`src/rtl/video_timing_ctrl_pkg.sv`:
```
// Shared timing defaults, coordinate width and sequencer state encoding
// for the 640x480@60 raster sequencer.
package video_timing_ctrl_pkg;

    localparam int unsigned CW = 10;

    localparam int unsigned H_ACTIVE_DEF = 640;
    localparam int unsigned H_FP_DEF     = 16;
    localparam int unsigned H_SYNC_DEF   = 96;
    localparam int unsigned H_BP_DEF     = 48;
    localparam int unsigned V_ACTIVE_DEF = 480;
    localparam int unsigned V_FP_DEF     = 10;
    localparam int unsigned V_SYNC_DEF   = 2;
    localparam int unsigned V_BP_DEF     = 33;

    localparam int unsigned H_TOTAL_DEF = H_ACTIVE_DEF + H_FP_DEF + H_SYNC_DEF + H_BP_DEF;
    localparam int unsigned V_TOTAL_DEF = V_ACTIVE_DEF + V_FP_DEF + V_SYNC_DEF + V_BP_DEF;

    localparam logic [23:0] UF_COLOR_DEF = 24'hFF00FF;

    typedef enum logic [1:0] {
        ST_IDLE  = 2'd0,
        ST_RUN   = 2'd1,
        ST_DRAIN = 2'd2
    } vt_state_e;

    // Physical pin level for a sync pulse given its logical assertion.
    function automatic logic sync_level(input logic asserted, input logic neg);
        return asserted ^ neg;
    endfunction

endpackage

```
`src/rtl/video_timing_ctrl_if.sv`:
```
// Pixel request/return handshake between the raster sequencer (master)
// and the upstream pixel source (slave).
interface video_timing_ctrl_if;
    import video_timing_ctrl_pkg::*;

    logic          pix_req;
    logic [CW-1:0] x;
    logic [CW-1:0] y;
    logic          src_valid;
    logic [7:0]    src_r;
    logic [7:0]    src_g;
    logic [7:0]    src_b;

    modport master (
        output pix_req, x, y,
        input  src_valid, src_r, src_g, src_b
    );

    modport slave (
        input  pix_req, x, y,
        output src_valid, src_r, src_g, src_b
    );

endinterface

```
`src/rtl/video_hv_counter.sv`:
```
// Horizontal/vertical raster position counters with wrap, clear-to-origin
// and an end-of-frame flag at the last pixel of the last line.
module video_hv_counter
    import video_timing_ctrl_pkg::*;
#(
    parameter int unsigned H_TOTAL = H_TOTAL_DEF,
    parameter int unsigned V_TOTAL = V_TOTAL_DEF
) (
    input  logic          clk,
    input  logic          rst,
    input  logic          en,
    input  logic          clr,
    output logic [CW-1:0] h,
    output logic [CW-1:0] v,
    output logic          eof
);

    localparam logic [CW-1:0] H_LAST = CW'(H_TOTAL - 1);
    localparam logic [CW-1:0] V_LAST = CW'(V_TOTAL - 1);

    logic [CW-1:0] h_q, h_d;
    logic [CW-1:0] v_q, v_d;

    // Position registers.
    always_ff @(posedge clk or posedge rst) begin
        if (rst) begin
            h_q <= '0;
            v_q <= '0;
        end else begin
            h_q <= h_d;
            v_q <= v_d;
        end
    end

    // Advance h every enabled cycle, v on h wrap; clear forces the origin.
    always_comb begin
        h_d = h_q;
        v_d = v_q;
        if (clr) begin
            h_d = '0;
            v_d = '0;
        end else if (en) begin
            if (h_q == H_LAST) begin
                h_d = '0;
                v_d = (v_q == V_LAST) ? '0 : v_q + CW'(1);
            end else begin
                h_d = h_q + CW'(1);
            end
        end
    end

    assign h   = h_q;
    assign v   = v_q;
    assign eof = (h_q == H_LAST) && (v_q == V_LAST);

endmodule

```
`src/rtl/video_timing_ctrl.sv`:
```
// Raster sequencer feeding hdmi_tx: counters (stage 0), pixel request
// (stage 1) and aligned sync/de/RGB output (stage 2), with a run/drain FSM
// that only starts and stops on frame boundaries and underflow reporting.
module video_timing_ctrl
    import video_timing_ctrl_pkg::*;
#(
    parameter int unsigned H_ACTIVE = H_ACTIVE_DEF,
    parameter int unsigned H_FP     = H_FP_DEF,
    parameter int unsigned H_SYNC   = H_SYNC_DEF,
    parameter int unsigned H_BP     = H_BP_DEF,
    parameter int unsigned V_ACTIVE = V_ACTIVE_DEF,
    parameter int unsigned V_FP     = V_FP_DEF,
    parameter int unsigned V_SYNC   = V_SYNC_DEF,
    parameter int unsigned V_BP     = V_BP_DEF,
    parameter bit          SYNC_NEG = 1'b1,
    parameter logic [23:0] UF_COLOR = UF_COLOR_DEF
) (
    input  logic                pix_clk,
    input  logic                rst,
    input  logic                enable,
    video_timing_ctrl_if.master src,
    output logic [7:0]          red,
    output logic [7:0]          green,
    output logic [7:0]          blue,
    output logic                hsync,
    output logic                vsync,
    output logic                de,
    output logic                frame_start,
    output logic                running,
    output logic                underflow,
    output logic [15:0]         uf_count,
    input  logic                uf_clr
);

    localparam int unsigned H_TOTAL = H_ACTIVE + H_FP + H_SYNC + H_BP;
    localparam int unsigned V_TOTAL = V_ACTIVE + V_FP + V_SYNC + V_BP;

    localparam logic [CW-1:0] H_ACT_L = CW'(H_ACTIVE);
    localparam logic [CW-1:0] V_ACT_L = CW'(V_ACTIVE);
    localparam logic [CW-1:0] HS_BEG  = CW'(H_ACTIVE + H_FP);
    localparam logic [CW-1:0] HS_END  = CW'(H_ACTIVE + H_FP + H_SYNC);
    localparam logic [CW-1:0] VS_BEG  = CW'(V_ACTIVE + V_FP);
    localparam logic [CW-1:0] VS_END  = CW'(V_ACTIVE + V_FP + V_SYNC);

    localparam logic SYNC_IDLE = sync_level(1'b0, SYNC_NEG);

    // ---------------- stage 0: FSM and counters ----------------
    vt_state_e state_q, state_d;
    logic [CW-1:0] h, v;
    logic          eof;
    logic          live;

    assign live = (state_q != ST_IDLE);

    video_hv_counter #(
        .H_TOTAL (H_TOTAL),
        .V_TOTAL (V_TOTAL)
    ) u_hv (
        .clk (pix_clk),
        .rst (rst),
        .en  (live),
        .clr (!live),
        .h   (h),
        .v   (v),
        .eof (eof)
    );

    // Sequencer state register.
    always_ff @(posedge pix_clk or posedge rst) begin
        if (rst) state_q <= ST_IDLE;
        else     state_q <= state_d;
    end

    // Next state: stopping is deferred until the last pixel of the frame.
    always_comb begin
        state_d = state_q;
        case (state_q)
            ST_IDLE:  if (enable) state_d = ST_RUN;
            ST_RUN:   if (!enable) state_d = ST_DRAIN;
            ST_DRAIN: begin
                if (enable)   state_d = ST_RUN;
                else if (eof) state_d = ST_IDLE;
            end
            default:  state_d = ST_IDLE;
        endcase
    end

    // ---------------- stage 1: pixel request ----------------
    logic          pix_req_q, pix_req_d;
    logic [CW-1:0] x_q, x_d, y_q, y_d;
    logic          hs1_q, hs1_d, vs1_q, vs1_d, fs1_q, fs1_d;

    // Request registers, plus sync/frame markers carried alongside so that
    // stage 2 emits them in the same cycle as the matching pixel.
    always_ff @(posedge pix_clk or posedge rst) begin
        if (rst) begin
            pix_req_q <= 1'b0;
            x_q       <= '0;
            y_q       <= '0;
            hs1_q     <= 1'b0;
            vs1_q     <= 1'b0;
            fs1_q     <= 1'b0;
        end else begin
            pix_req_q <= pix_req_d;
            x_q       <= x_d;
            y_q       <= y_d;
            hs1_q     <= hs1_d;
            vs1_q     <= vs1_d;
            fs1_q     <= fs1_d;
        end
    end

    // Decode the counter position into request, coordinates and sync windows.
    always_comb begin
        pix_req_d = live && (h < H_ACT_L) && (v < V_ACT_L);
        x_d       = pix_req_d ? h : '0;
        y_d       = pix_req_d ? v : '0;
        hs1_d     = live && (h >= HS_BEG) && (h < HS_END);
        vs1_d     = live && (v >= VS_BEG) && (v < VS_END);
        fs1_d     = pix_req_d && (h == '0) && (v == '0);
    end

    assign src.pix_req = pix_req_q;
    assign src.x       = x_q;
    assign src.y       = y_q;

    // ---------------- stage 2: video output ----------------
    logic        de_q, de_d;
    logic        hsync_q, hsync_d, vsync_q, vsync_d;
    logic        fs_q, fs_d;
    logic [23:0] rgb_q, rgb_d;
    logic        uf_q, uf_d;
    logic [15:0] ufc_q, ufc_d;
    logic        uf_event;

    // Output registers, sync pins idle at their inactive level.
    always_ff @(posedge pix_clk or posedge rst) begin
        if (rst) begin
            de_q    <= 1'b0;
            hsync_q <= SYNC_IDLE;
            vsync_q <= SYNC_IDLE;
            fs_q    <= 1'b0;
            rgb_q   <= '0;
            uf_q    <= 1'b0;
            ufc_q   <= '0;
        end else begin
            de_q    <= de_d;
            hsync_q <= hsync_d;
            vsync_q <= vsync_d;
            fs_q    <= fs_d;
            rgb_q   <= rgb_d;
            uf_q    <= uf_d;
            ufc_q   <= ufc_d;
        end
    end

    // Select source, substitute or blank pixel; an underflow event takes
    // priority over a simultaneous clear so the new event is never lost.
    always_comb begin
        uf_event = pix_req_q && !src.src_valid;
        de_d     = pix_req_q;
        hsync_d  = sync_level(hs1_q, SYNC_NEG);
        vsync_d  = sync_level(vs1_q, SYNC_NEG);
        fs_d     = fs1_q;
        rgb_d    = '0;
        if (pix_req_q) rgb_d = src.src_valid ? {src.src_r, src.src_g, src.src_b} : UF_COLOR;
        uf_d  = uf_q;
        ufc_d = ufc_q;
        if (uf_event) begin
            uf_d  = 1'b1;
            if (uf_clr)           ufc_d = 16'd1;
            else if (ufc_q != '1) ufc_d = ufc_q + 16'd1;
        end else if (uf_clr) begin
            uf_d  = 1'b0;
            ufc_d = '0;
        end
    end

    assign red         = rgb_q[23:16];
    assign green       = rgb_q[15:8];
    assign blue        = rgb_q[7:0];
    assign de          = de_q;
    assign hsync       = hsync_q;
    assign vsync       = vsync_q;
    assign frame_start = fs_q;
    assign running     = live;
    assign underflow   = uf_q;
    assign uf_count    = ufc_q;

endmodule

```
`src/flat_wrapper.sv`:
```
// flat-port wrapper written by rule: the top's interface ports become plain ports
module video_timing_ctrl_flat import video_timing_ctrl_pkg::*;
#(
    parameter int unsigned H_ACTIVE = H_ACTIVE_DEF,
    parameter int unsigned H_FP     = H_FP_DEF,
    parameter int unsigned H_SYNC   = H_SYNC_DEF,
    parameter int unsigned H_BP     = H_BP_DEF,
    parameter int unsigned V_ACTIVE = V_ACTIVE_DEF,
    parameter int unsigned V_FP     = V_FP_DEF,
    parameter int unsigned V_SYNC   = V_SYNC_DEF,
    parameter int unsigned V_BP     = V_BP_DEF,
    parameter bit          SYNC_NEG = 1'b1,
    parameter logic [23:0] UF_COLOR = UF_COLOR_DEF
)
  (pix_clk, rst, enable, red, green, blue, hsync, vsync, de, frame_start, running, underflow, uf_count, uf_clr, src_pix_req, src_x, src_y, src_src_valid, src_src_r, src_src_g, src_src_b);
  video_timing_ctrl_if src_i ();
  input  logic pix_clk;
  input  logic rst;
  input  logic enable;
  output logic [7:0] red;
  output logic [7:0] green;
  output logic [7:0] blue;
  output logic hsync;
  output logic vsync;
  output logic de;
  output logic frame_start;
  output logic running;
  output logic underflow;
  output logic [15:0] uf_count;
  input  logic uf_clr;
  output wire logic [$bits(src_i.pix_req)-1:0] src_pix_req;
  output wire logic [$bits(src_i.x)-1:0] src_x;
  output wire logic [$bits(src_i.y)-1:0] src_y;
  input wire logic [$bits(src_i.src_valid)-1:0] src_src_valid;
  input wire logic [$bits(src_i.src_r)-1:0] src_src_r;
  input wire logic [$bits(src_i.src_g)-1:0] src_src_g;
  input wire logic [$bits(src_i.src_b)-1:0] src_src_b;
  assign src_pix_req = src_i.pix_req;
  assign src_x = src_i.x;
  assign src_y = src_i.y;
  assign src_i.src_valid = src_src_valid;
  assign src_i.src_r = src_src_r;
  assign src_i.src_g = src_src_g;
  assign src_i.src_b = src_src_b;
  video_timing_ctrl #(.H_ACTIVE(H_ACTIVE), .H_FP(H_FP), .H_SYNC(H_SYNC), .H_BP(H_BP), .V_ACTIVE(V_ACTIVE), .V_FP(V_FP), .V_SYNC(V_SYNC), .V_BP(V_BP), .SYNC_NEG(SYNC_NEG), .UF_COLOR(UF_COLOR)) u_core (.pix_clk(pix_clk), .rst(rst), .enable(enable), .src(src_i), .red(red), .green(green), .blue(blue), .hsync(hsync), .vsync(vsync), .de(de), .frame_start(frame_start), .running(running), .underflow(underflow), .uf_count(uf_count), .uf_clr(uf_clr));
endmodule
```
`config.mk`:
```
export PLATFORM = sky130hd
export DESIGN_NAME = video_timing_ctrl_flat
export DESIGN_NICKNAME = d
export VERILOG_FILES = /design/src/rtl/video_timing_ctrl_pkg.sv /design/src/rtl/video_timing_ctrl_if.sv /design/src/rtl/video_hv_counter.sv /design/src/rtl/video_timing_ctrl.sv /design/src/flat_wrapper.sv
export SDC_FILE = /design/constraint.sdc
export NUM_CORES = 1
export LEC_CHECK = 0
export CORE_MARGIN = 4
export CORE_UTILIZATION = 49
export CTS_BUF_LIST = sky130_fd_sc_hd__clkbuf_16
export DETAILED_ROUTE_END_ITERATION = 12
export PLACE_DENSITY = 0.8
export SYNTH_ARGS = -nofsm -noshare
export SYNTH_HDL_FRONTEND = slang
export SYNTH_SLANG_ARGS = --single-unit
```
`constraint.sdc`:
```
create_clock -name pix_clk -period 3.9 [get_ports pix_clk]
set_clock_uncertainty 0.1 [all_clocks]
set_input_delay 1.17 -clock pix_clk [delete_from_list [all_inputs] [get_ports pix_clk]]
set_output_delay 1.17 -clock pix_clk [all_outputs]
set_load 0.05 [all_outputs]
```
# == Word-level counts from Yosys, hierarchy flattened ==
# Index checks and enable logic that the tools add are counted.
# word_totals
reg_bits,91
inputBits,29
out_inout_bits,67
wordCells,75
# op_classes
n_addsub,3
n_lt_le_gt_ge,6
eq_ne,9
mux,20
n_bitwise,2
reduce_logical,19
# op_table
op,count
10-bit 2-to-1 mux,7
16-bit 2-to-1 mux,4
24-bit 2-to-1 mux,2
"10-bit by 1-bit adder with 10-bit output, second input constant",2
"10-bit == test, second input constant",2
10-bit logical NOT,2
"10-bit < comparator, second input constant",2
"10-bit by 9-bit < comparator with 1-bit output, second input constant",2
"16-bit by 1-bit adder with 16-bit output, second input constant",1
"16-bit inequality test, second input constant",1
"10-bit greater-or-equal comparator, second input constant",1
"10-bit by 9-bit greater-or-equal comparator with 1-bit output, second input constant",1
1-bit logical AND,10
2-bit 2-to-1 mux,4
"2-bit inequality test, second input constant",3
2-bit case mux with 3 select lines,1
2-bit nonzero test,3
"3-bit by 2-bit inequality test with 1-bit output, second input constant",1
3-bit AND reduction,1
"2-bit by 1-bit == test with 1-bit output, second input constant",1
"2-bit == test, second input constant",1
2-bit logical NOT,1
1-bit 2-to-1 mux,2
1-bit NOT,2
other kinds (2),2

# == Longest topological paths before layout ==
# depth
depth_word,5
mapped_depth,7
ltp_nobuf,6

# == Cells and area by module ==
# A second synthesis with hierarchy kept.
# unflattened
cells_unflattened,369
hier_area_um2,3958.8
# modules_own_cells
mod,instances,cells_each,area_per_inst_um2,seq_area_each_um2
video_timing_ctrl,1,251,2827.7,1779.2
video_hv_counter,1,118,1131.1,500.5

# == Least setup slack after synthesis ==
# No wires, ideal clock.
# synth_path
kind,input to register
startpoint,in src_src_valid
endpoint,"reg u_core.ufc_q[11], in the netlist u_core.uf_count[11]"
setup_time_ps,78
arrival_ps,2401
required_time_ps,3722
setup_slack_ps,1321
path_stages,4
n_path_buf,0
cell_sequence,nand2b_1 -> or4b_4 -> or4_1 -> a21oi_1
# synth_via
elab_chain_cells,4
elab_cells_between_ends,5
classes_between,1 x mux; 4 x reduce/logical
# synth_rtl
item,line,rtl
"start, declared",flat_wrapper.sv:34,input wire logic [$bits(src_i.src_valid)-1:0] src_src_valid;
1-bit logical NOT *,video_timing_ctrl.sv:160,uf_event = pix_req_q && !src.src_valid;
1-bit logical AND *,video_timing_ctrl.sv:160,
2-bit nonzero test (no line),-,
2-bit AND reduction (no line),-,
"end signal, assigned",video_timing_ctrl.sv:153,ufc_q <= ufc_d;
"end, declared",video_timing_ctrl.sv:133,"logic [15:0] ufc_q, ufc_d;"
# Mark *: on every way between the ends. The rest lies on a longest branch, timed or not.
# A chain may end at the register's enable or synchronous reset.

# == Worst setup path after layout ==
# layout_path
startpoint,reg u_core.state_q[0]
endpoint,out running
# layout_via
elab_chain_cells,1
# layout_rtl
item,line,rtl
"start, declared",video_timing_ctrl.sv:48,"vt_state_e state_q, state_d;"
"start signal, assigned",video_timing_ctrl.sv:71,else state_q <= state_d;
2-bit nonzero test,video_timing_ctrl.sv:53,assign live = (state_q != ST_IDLE);
"end, declared",flat_wrapper.sv:27,output logic running;
# Every way passes these cells.

==> impl_results.md <==
* Run status: complete, no violations
* Count of TritonRoute iterations in the first routing pass at 4
* Total power consumption of the routed design at between 0.002 and 0.0025 W
* DRC violations left at 0
* Global-route wire length before repair at ~14000 um
* Unique cell type count in the Yosys netlist at 43
* Per-cell routed wire length at between 15 and 20 um
* Worst Setup Start Kind: flop
* First element of the critical path: u_core.state_q[0]$_DFFE_PP0P_
* Deepest level of the CTS H-tree at 3
* Combinational family with the most area after synthesis: simple AND/OR/NAND/NOR gates
* Parity-gate share of the synthesized area counting xor and xnor cells at under 10%
* # Post-CTS Setup Buffers at 0
* Basic-gate share of the synthesized area counting and, or, nand and nor cells at a little over a fifth
* Number of max-slew violations in the final report at 0
* Largest net degree at the start of global routing at between 90 and 100
* Ports at 96
* Vert. Die Dim at 96.9 um
* Maximum root-to-sink buffer count at 2
* Final cell count without fillers at about 570
* Vias per cell at roughly 5.4
* Critical path required time at between 2000 and 3000 ps
* Number of buffers added by the clock tree synthesis step at 9
* Area overhead of the layout relative to synthesis at 35.1%
* Leading cell type in the layout, fill and taps excluded: sky130_fd_sc_hd__clkdlybuf4s50_1
* Placeable core region at 7690 um^2
* TritonCTS clock tree: yes
* Clk root buf: sky130_fd_sc_hd__clkbuf_16
* Post-Synthesis Cells at 364
* Most frequent cells in the layout: 95 x sky130_fd_sc_hd__clkdlybuf4s50_1, 89 x sky130_fd_sc_hd__dfrtp_1, 31 x sky130_fd_sc_hd__inv_1
* Post-cts repair resize count at 0
* Count of input and output buffers at 95
* Skew-Pair Late Insertion Delay at roughly 330 ps
* Share of the yosys chip area belonging to registers at about three fifths
* Unrepaired setup endpoints after global routing: no
* Std cell rows at 32
* Arrival time worst endpoint at about 1900 ps
* Max-Slew Margin vs Limit at roughly 34%
* Starting utilization of the core area at between 50 and 60%
* Worst Max-Slew Pin Slew at between 900 and 1000 ps
* Adder-cell area share of the yosys netlist at roughly 1.6%
* Share of flip-flops with an asynchronous set or reset at 100%
* Tcrit/Tclk final at between 80% and 90%
* Ant. Diodes at 0
* Count of final setup violators at 0
* Remaining global-route overflow at 0
* Share of synthesized area spent on multiplexers at 0.549%
* Avg Cell Area, Syn at 10.6 um^2
* Power density of the placed cells at 423 nW/um^2
* ANT nets after route at 0
* Synthesized flop and latch total at 91
* Synthesized area at roughly 3900 um^2
* Placed instance area at 4950 um^2
* Final-layout setup total negative slack at 0 ps
* Post-Synthesis Net Count at 398
* Share of the synthesized area in compound gates (AO/OA/AOI/OAI) at about a tenth
* Antenna violations before repair at 0
* Hold_sp: u_core.hs1_q$_DFF_PP0_
* Post-detail-place hpwl at about 6000 um
* Number of global-route vias before repair at a little under 3000
* Final net count at between 400 and 500
* Worst voltage drop across the vdd grid at approximately 0.00023 V
* Flip-flop cell with the highest count after synthesis: sky130_fd_sc_hd__dfrtp_1
* Number of vias after detailed routing at approximately 3100
* Leakage power of the design at between 2 and 2.5 nW
* Horizontal extent of the die at 96.9 um
* Clock-pin transition on the worst setup and hold timing paths at 60 ps
* Startpoint of the most critical register-to-register path: u_core.uf_count[0]$_DFFE_PP0P_
* Cell Count Post-Placement at about 550
* Aggregate routed wire length at roughly 8700 um
* Final design area excluding fillers at around 5200 um^2
* Weighted congestion reported at the end of routability-driven placement at roughly 0.83
* Number of warnings issued by yosys at 0
* Hold Crit Class: reg -> reg
* Largest fanout on the critical path at 10
* Sinks on the clock net at roughly 90
* Count of flip-flops with a built-in enable after synthesis at 0
* Hold buffer count at cts at 0
* Filler cell count in the final layout at about 600
* Initial DRC count at between 100 and 150
* Maximum achievable frequency at 317 MHz
* Capturing element type of the critical path: primary output
* Fraction of final layout cells with drive strength greater than 1 at approximately 6.7%
* Die outline area at 9390 um^2
* Startpoint-to-endpoint class of the critical path: reg -> out
* Maximum capacitance violations at 0
* Total routing resource utilization after global routing at a little under a fifth
* Final critical path time including I/O delays and setup at 3150 ps
* Final number of hold-violating endpoints at 0
[synth_stat cells (all sizes together), types with 9 or more instances]
cell	count	area, um^2
a21boi	17	128
a21oi	21	105
and2	16	100
and3	15	93.8
clkbuf	12	45.0
dfrtp	89	2230
inv	31	116
nand2	14	52.6
nand3	15	75.1
nand4	9	62.6
nor2	22	82.6
nor3	12	60.1
o21ai	9	45.0
o31ai	11	82.6
or4	11	83.8
[per-stage QoR]
stage | setup WS [ps] | util, % | hold WS [ps]
finish | 749 | 68.1 | 252
global route | 654 | 68.1 | 259
CTS | 754 | 68.1 | 250
detailed placement | 803 | 64.4 | 243
global placement | 823 | 64.4 | 235
floorplan | 270 | - | 231
[path summary, 6_finish.rpt]
| kind | to | slack (ps) | depth (start not counted) |
|---|---|---|---|
| worst max-delay path | running | 750 | 4 |
| worst min-delay path | u_core.hsync$_DFF_PP1_ | 250 | 1 |
| worst max register to register | u_core.uf_count[12]$_DFFE_PP0P_ | 1550 | 5 |
| worst min register to register | u_core.hsync$_DFF_PP1_ | 250 | 1 |
| max in group asynchronous | u_core.u_hv.v[2]$_DFFE_PP0P_ | 2170 | 3 |
| min in group asynchronous | u_core.de$_DFF_PP0_ | 1170 | 3 |
[registers in the layout, summed over array words and instances, names as in the netlist]
signal              count
u_core.de               1
u_core.frame_start      1
u_core.fs1_q            1
u_core.hs1_q            1
u_core.hsync            1
u_core.rgb_q           24
u_core.src.pix_req      1
u_core.src.x           10
u_core.src.y           10
u_core.state_q          2
u_core.u_hv.h          10
u_core.u_hv.v          10
u_core.uf_count        16
u_core.underflow        1
u_core.vs1_q            1
u_core.vsync            1
[where the power goes]
part / total (W) / internal, W / switching (W)
sequential: 0.00102 / 0.000992 / 0.0000281
clock: 0.000830 / 0.000488 / 0.000342
combinational: 0.000365 / 0.000127 / 0.000238
total: 0.00221 / 0.00161 / 0.000608
[area by class of cell]
type / count / area (um^2) / share of cell area (%)
Timing Repair Buffer: 101 / 1010 / 19.3
Clock buffer: 9 / 225 / 4.31
Clock inverter: 6 / 58.8 / 1.12
Multi-Input combinational cell: 227 / 1410 / 27.0
Inverter: 31 / 118 / 2.25
Tap cell: 102 / 128 / 2.44
Sequential cell: 91 / 2280 / 43.6
[logic make-up (layout without fill, tap and decap cells)]
| family | count (synthesis) | in the layout |
|---|---|---|
| flip-flops | 91 | 91 |
| adder cells (fa/ha/maj) | 5 | 5 |
| multiplexers | 2 | 2 |
| buffers and inverters | 46 | 147 |
| AO/OA/AOI/OAI | 65 | 65 |
| AND/OR/NAND/NOR | 146 | 146 |
| XOR/XNOR | 8 | 8 |
| other | 1 | 1 |
[metal layers]
layer	part of all wire (%)	GRT usage, %	vias up
met5	0	0	-
met4	0.67	5.18	0
met3	4.5	3.32	7
met2	52	31.8	82
met1	43	24.4	1498
li1	-	-	1475
[critical path: stages (launching register included)]
cell and delay, ps:
sky130_fd_sc_hd__dfrtp_1 380, sky130_fd_sc_hd__nor2_1 50, sky130_fd_sc_hd__buf_4 170, sky130_fd_sc_hd__inv_1 130, sky130_fd_sc_hd__clkdlybuf4s50_1 830
No activity file was read; power rests on OpenSTA's default activity.
==> patch, RTL diff (same settings) <==
`SYNC_NEG` is set to 1'b1 in 2 places; all go to 1'b0.
--- a/src/rtl/video_timing_ctrl.sv
+++ b/src/rtl/video_timing_ctrl.sv
@@ -12,7 +12,7 @@
     parameter int unsigned V_FP     = V_FP_DEF,
     parameter int unsigned V_SYNC   = V_SYNC_DEF,
     parameter int unsigned V_BP     = V_BP_DEF,
-    parameter bit          SYNC_NEG = 1'b1,
+    parameter bit          SYNC_NEG = 1'b0,
     parameter logic [23:0] UF_COLOR = UF_COLOR_DEF
 ) (
     input  logic                pix_clk,
--- a/src/flat_wrapper.sv
+++ b/src/flat_wrapper.sv
@@ -9,7 +9,7 @@
     parameter int unsigned V_FP     = V_FP_DEF,
     parameter int unsigned V_SYNC   = V_SYNC_DEF,
     parameter int unsigned V_BP     = V_BP_DEF,
-    parameter bit          SYNC_NEG = 1'b1,
+    parameter bit          SYNC_NEG = 1'b0,
     parameter logic [23:0] UF_COLOR = UF_COLOR_DEF
 )
   (pix_clk, rst, enable, red, green, blue, hsync, vsync, de, frame_start, running, underflow, uf_count, uf_clr, src_pix_req, src_x, src_y, src_src_valid, src_src_r, src_src_g, src_src_b);
Check against the original RTL: not equivalent (Yosys sat finds a counterexample within 4 cycles, from zero or initial values and one cycle with rst high).
==> patch against the unedited design <==
  * Power rose by 9.3%
  * Highest routed layer unchanged
  * Routed wire length rose by 2.0%
  * Non-clock buffer count fell by 2
  * Sequential share of layout area fell by 0.71 points
  * Sequential cell count did not move
  * Synthesized cell count fell by 1.6%
  * Cell count fell by 1.1%
  * Cell area rose by 1.6%
  * Count of clock-buffer cells in the layout did not move
  * Setup slack got worse by 0.20 ns
  * Synthesized area rose by 0.23%
==> patch: results (changes against the unedited design) <==
The delay of the slowest cell on the worst path works out to 0.75 ns (was 0.83 ns). The run gives 40 (was 92) as the maximum number of pins on one net before global-route repair. The leakage power was 2.33 nW (was 2.28 nW); the power density over cell area was 456 nW/um^2 (was 423 nW/um^2). The global routing usage summed across all routing layers is 19.7% (was 18.6%). Mean number of vias per cell: 5.51 (was 5.40).

The count of input and output buffers works out to 95 (unchanged). The tools report the number of distinct library cells after synthesis as 46 (was 43). The met2 wire length was 4510 um (was 4490 um); the worst hold path depth was 0 (was 1). The register area share after synthesis came out at 58.7% (was 58.9%). The run gives 6070 um (was 5980 um) as the detailed placement HPWL.

Most instantiated cells after synthesis: sky130_fd_sc_hd__dfrtp_1, sky130_fd_sc_hd__inv_1, sky130_fd_sc_hd__a21oi_1, sky130_fd_sc_hd__and2_1 (was sky130_fd_sc_hd__dfrtp_1, sky130_fd_sc_hd__inv_1, sky130_fd_sc_hd__nor2_1, sky130_fd_sc_hd__a21oi_1, sky130_fd_sc_hd__a21boi_0). Capture instance of the worst register-to-register path: u_core.u_hv.v[2] (was u_core.uf_count[12]). Count of non-filler cells in the finished layout: 561 (was 567).

The tools report the final layout net count as 488 (was 495). For the DRC marker count from the first detailed-route iteration, the log shows 144 (was 149). The maximum fanout count along the critical path is 8 (was 10), and the switching component of the power is 0.000614 W (was 0.000608 W). The synthesized net count came out at 392 (was 398). Wire length reported by the detailed router: 8870 um (was 8690 um). Cell count after placement: 545 (was 552). The clock buffer count from CTS came out at 9 (unchanged).

The wire length of the first global-routing pass came out at 15300 um (was 14500 um). The worst setup path startpoint was u_core.state_q[1] (was u_core.state_q[0]). Worst-case vdd ir drop: 0.231 mV (was 0.228 mV). Flip-flop count of the largest register, all copies and words added: 24 (unchanged). Area contributors post-synth: sky130_fd_sc_hd__dfrtp_1, sky130_fd_sc_hd__a21boi_0, sky130_fd_sc_hd__and2_1, sky130_fd_sc_hd__inv_1, sky130_fd_sc_hd__a21oi_1 (was sky130_fd_sc_hd__dfrtp_1, sky130_fd_sc_hd__a21boi_0, sky130_fd_sc_hd__inv_1, sky130_fd_sc_hd__a21oi_1, sky130_fd_sc_hd__and2_1).

The tools report the met3 routed wirelength as 470 um (was 389 um). The flow ran to the end, and the final reports show no timing, DRC or antenna violations. Transition time at the pin with the least slew margin: 1.10 ns (was 0.984 ns).

The run gives 14.9% (was 16.5%) as the proportion of power drawn by combinational gates. The final-layout fill cell count was 568 (was 603); the sum of routed wire segments on met1 was 3750 um (was 3760 um). The instance count of the mapped netlist was 358 (was 364); the data arrival time of the critical path was 2.08 ns (was 1.88 ns).

The run gives 0.247 ns (was 0.252 ns) as the post-route worst hold slack. The tools report the sink of the worst hold path as u_core.vsync (was u_core.hsync). The ratio of cells with drive above 1 in the final layout was 6.54% (was 6.67%); the met1 demand-to-capacity share in global routing was 26.0% (was 24.4%).

Launch point of the worst reg-to-reg path: u_core.u_hv.h[0] (was u_core.uf_count[0]). The met3 routing resource usage after global routing is 4.04% (was 3.32%), and the via count of the first global-routing pass is 3051 (was 2945). Fraction of met2 tracks used by global routing: 32.3% (was 31.8%).
==> patch: area by class of cell <==
| cell class | instances | area (um^2) | share of cell area [%] |
|---|---|---|---|
| Sequential cell | 91 | 2280 | 42.9 |
| Multi-Input combinational cell | 223 | 1440 | 27.0 |
| Timing Repair Buffer | 99 | 993 | 18.7 |
| Clock buffer | 9 | 225 | 4.24 |
| Clock inverter | 7 | 140 | 2.64 |
| Tap cell | 102 | 128 | 2.40 |
| Inverter | 30 | 114 | 2.14 |
==> patch: logic make-up after synthesis <==
group / count (synthesis) / synth area share [%]
compound gates: 71 / 12.0
xor+xnor: 8 / 1.81
fa+ha+maj: 5 / 1.61
buf+inv: 44 / 4.35
flops: 91 / 58.7
mux: 1 / 0.290
other cells: 1 / 0.0966
simple gates: 137 / 21.2
==> patch: stage by stage <==
stage                     setup WS [ns]  util (%)
after global placement            0.664      64.0
after floorplan                   0.266         -
final                             0.551      68.8
after CTS                         0.521      68.8
after detailed placement          0.628      64.0
after global routing              0.394      68.8
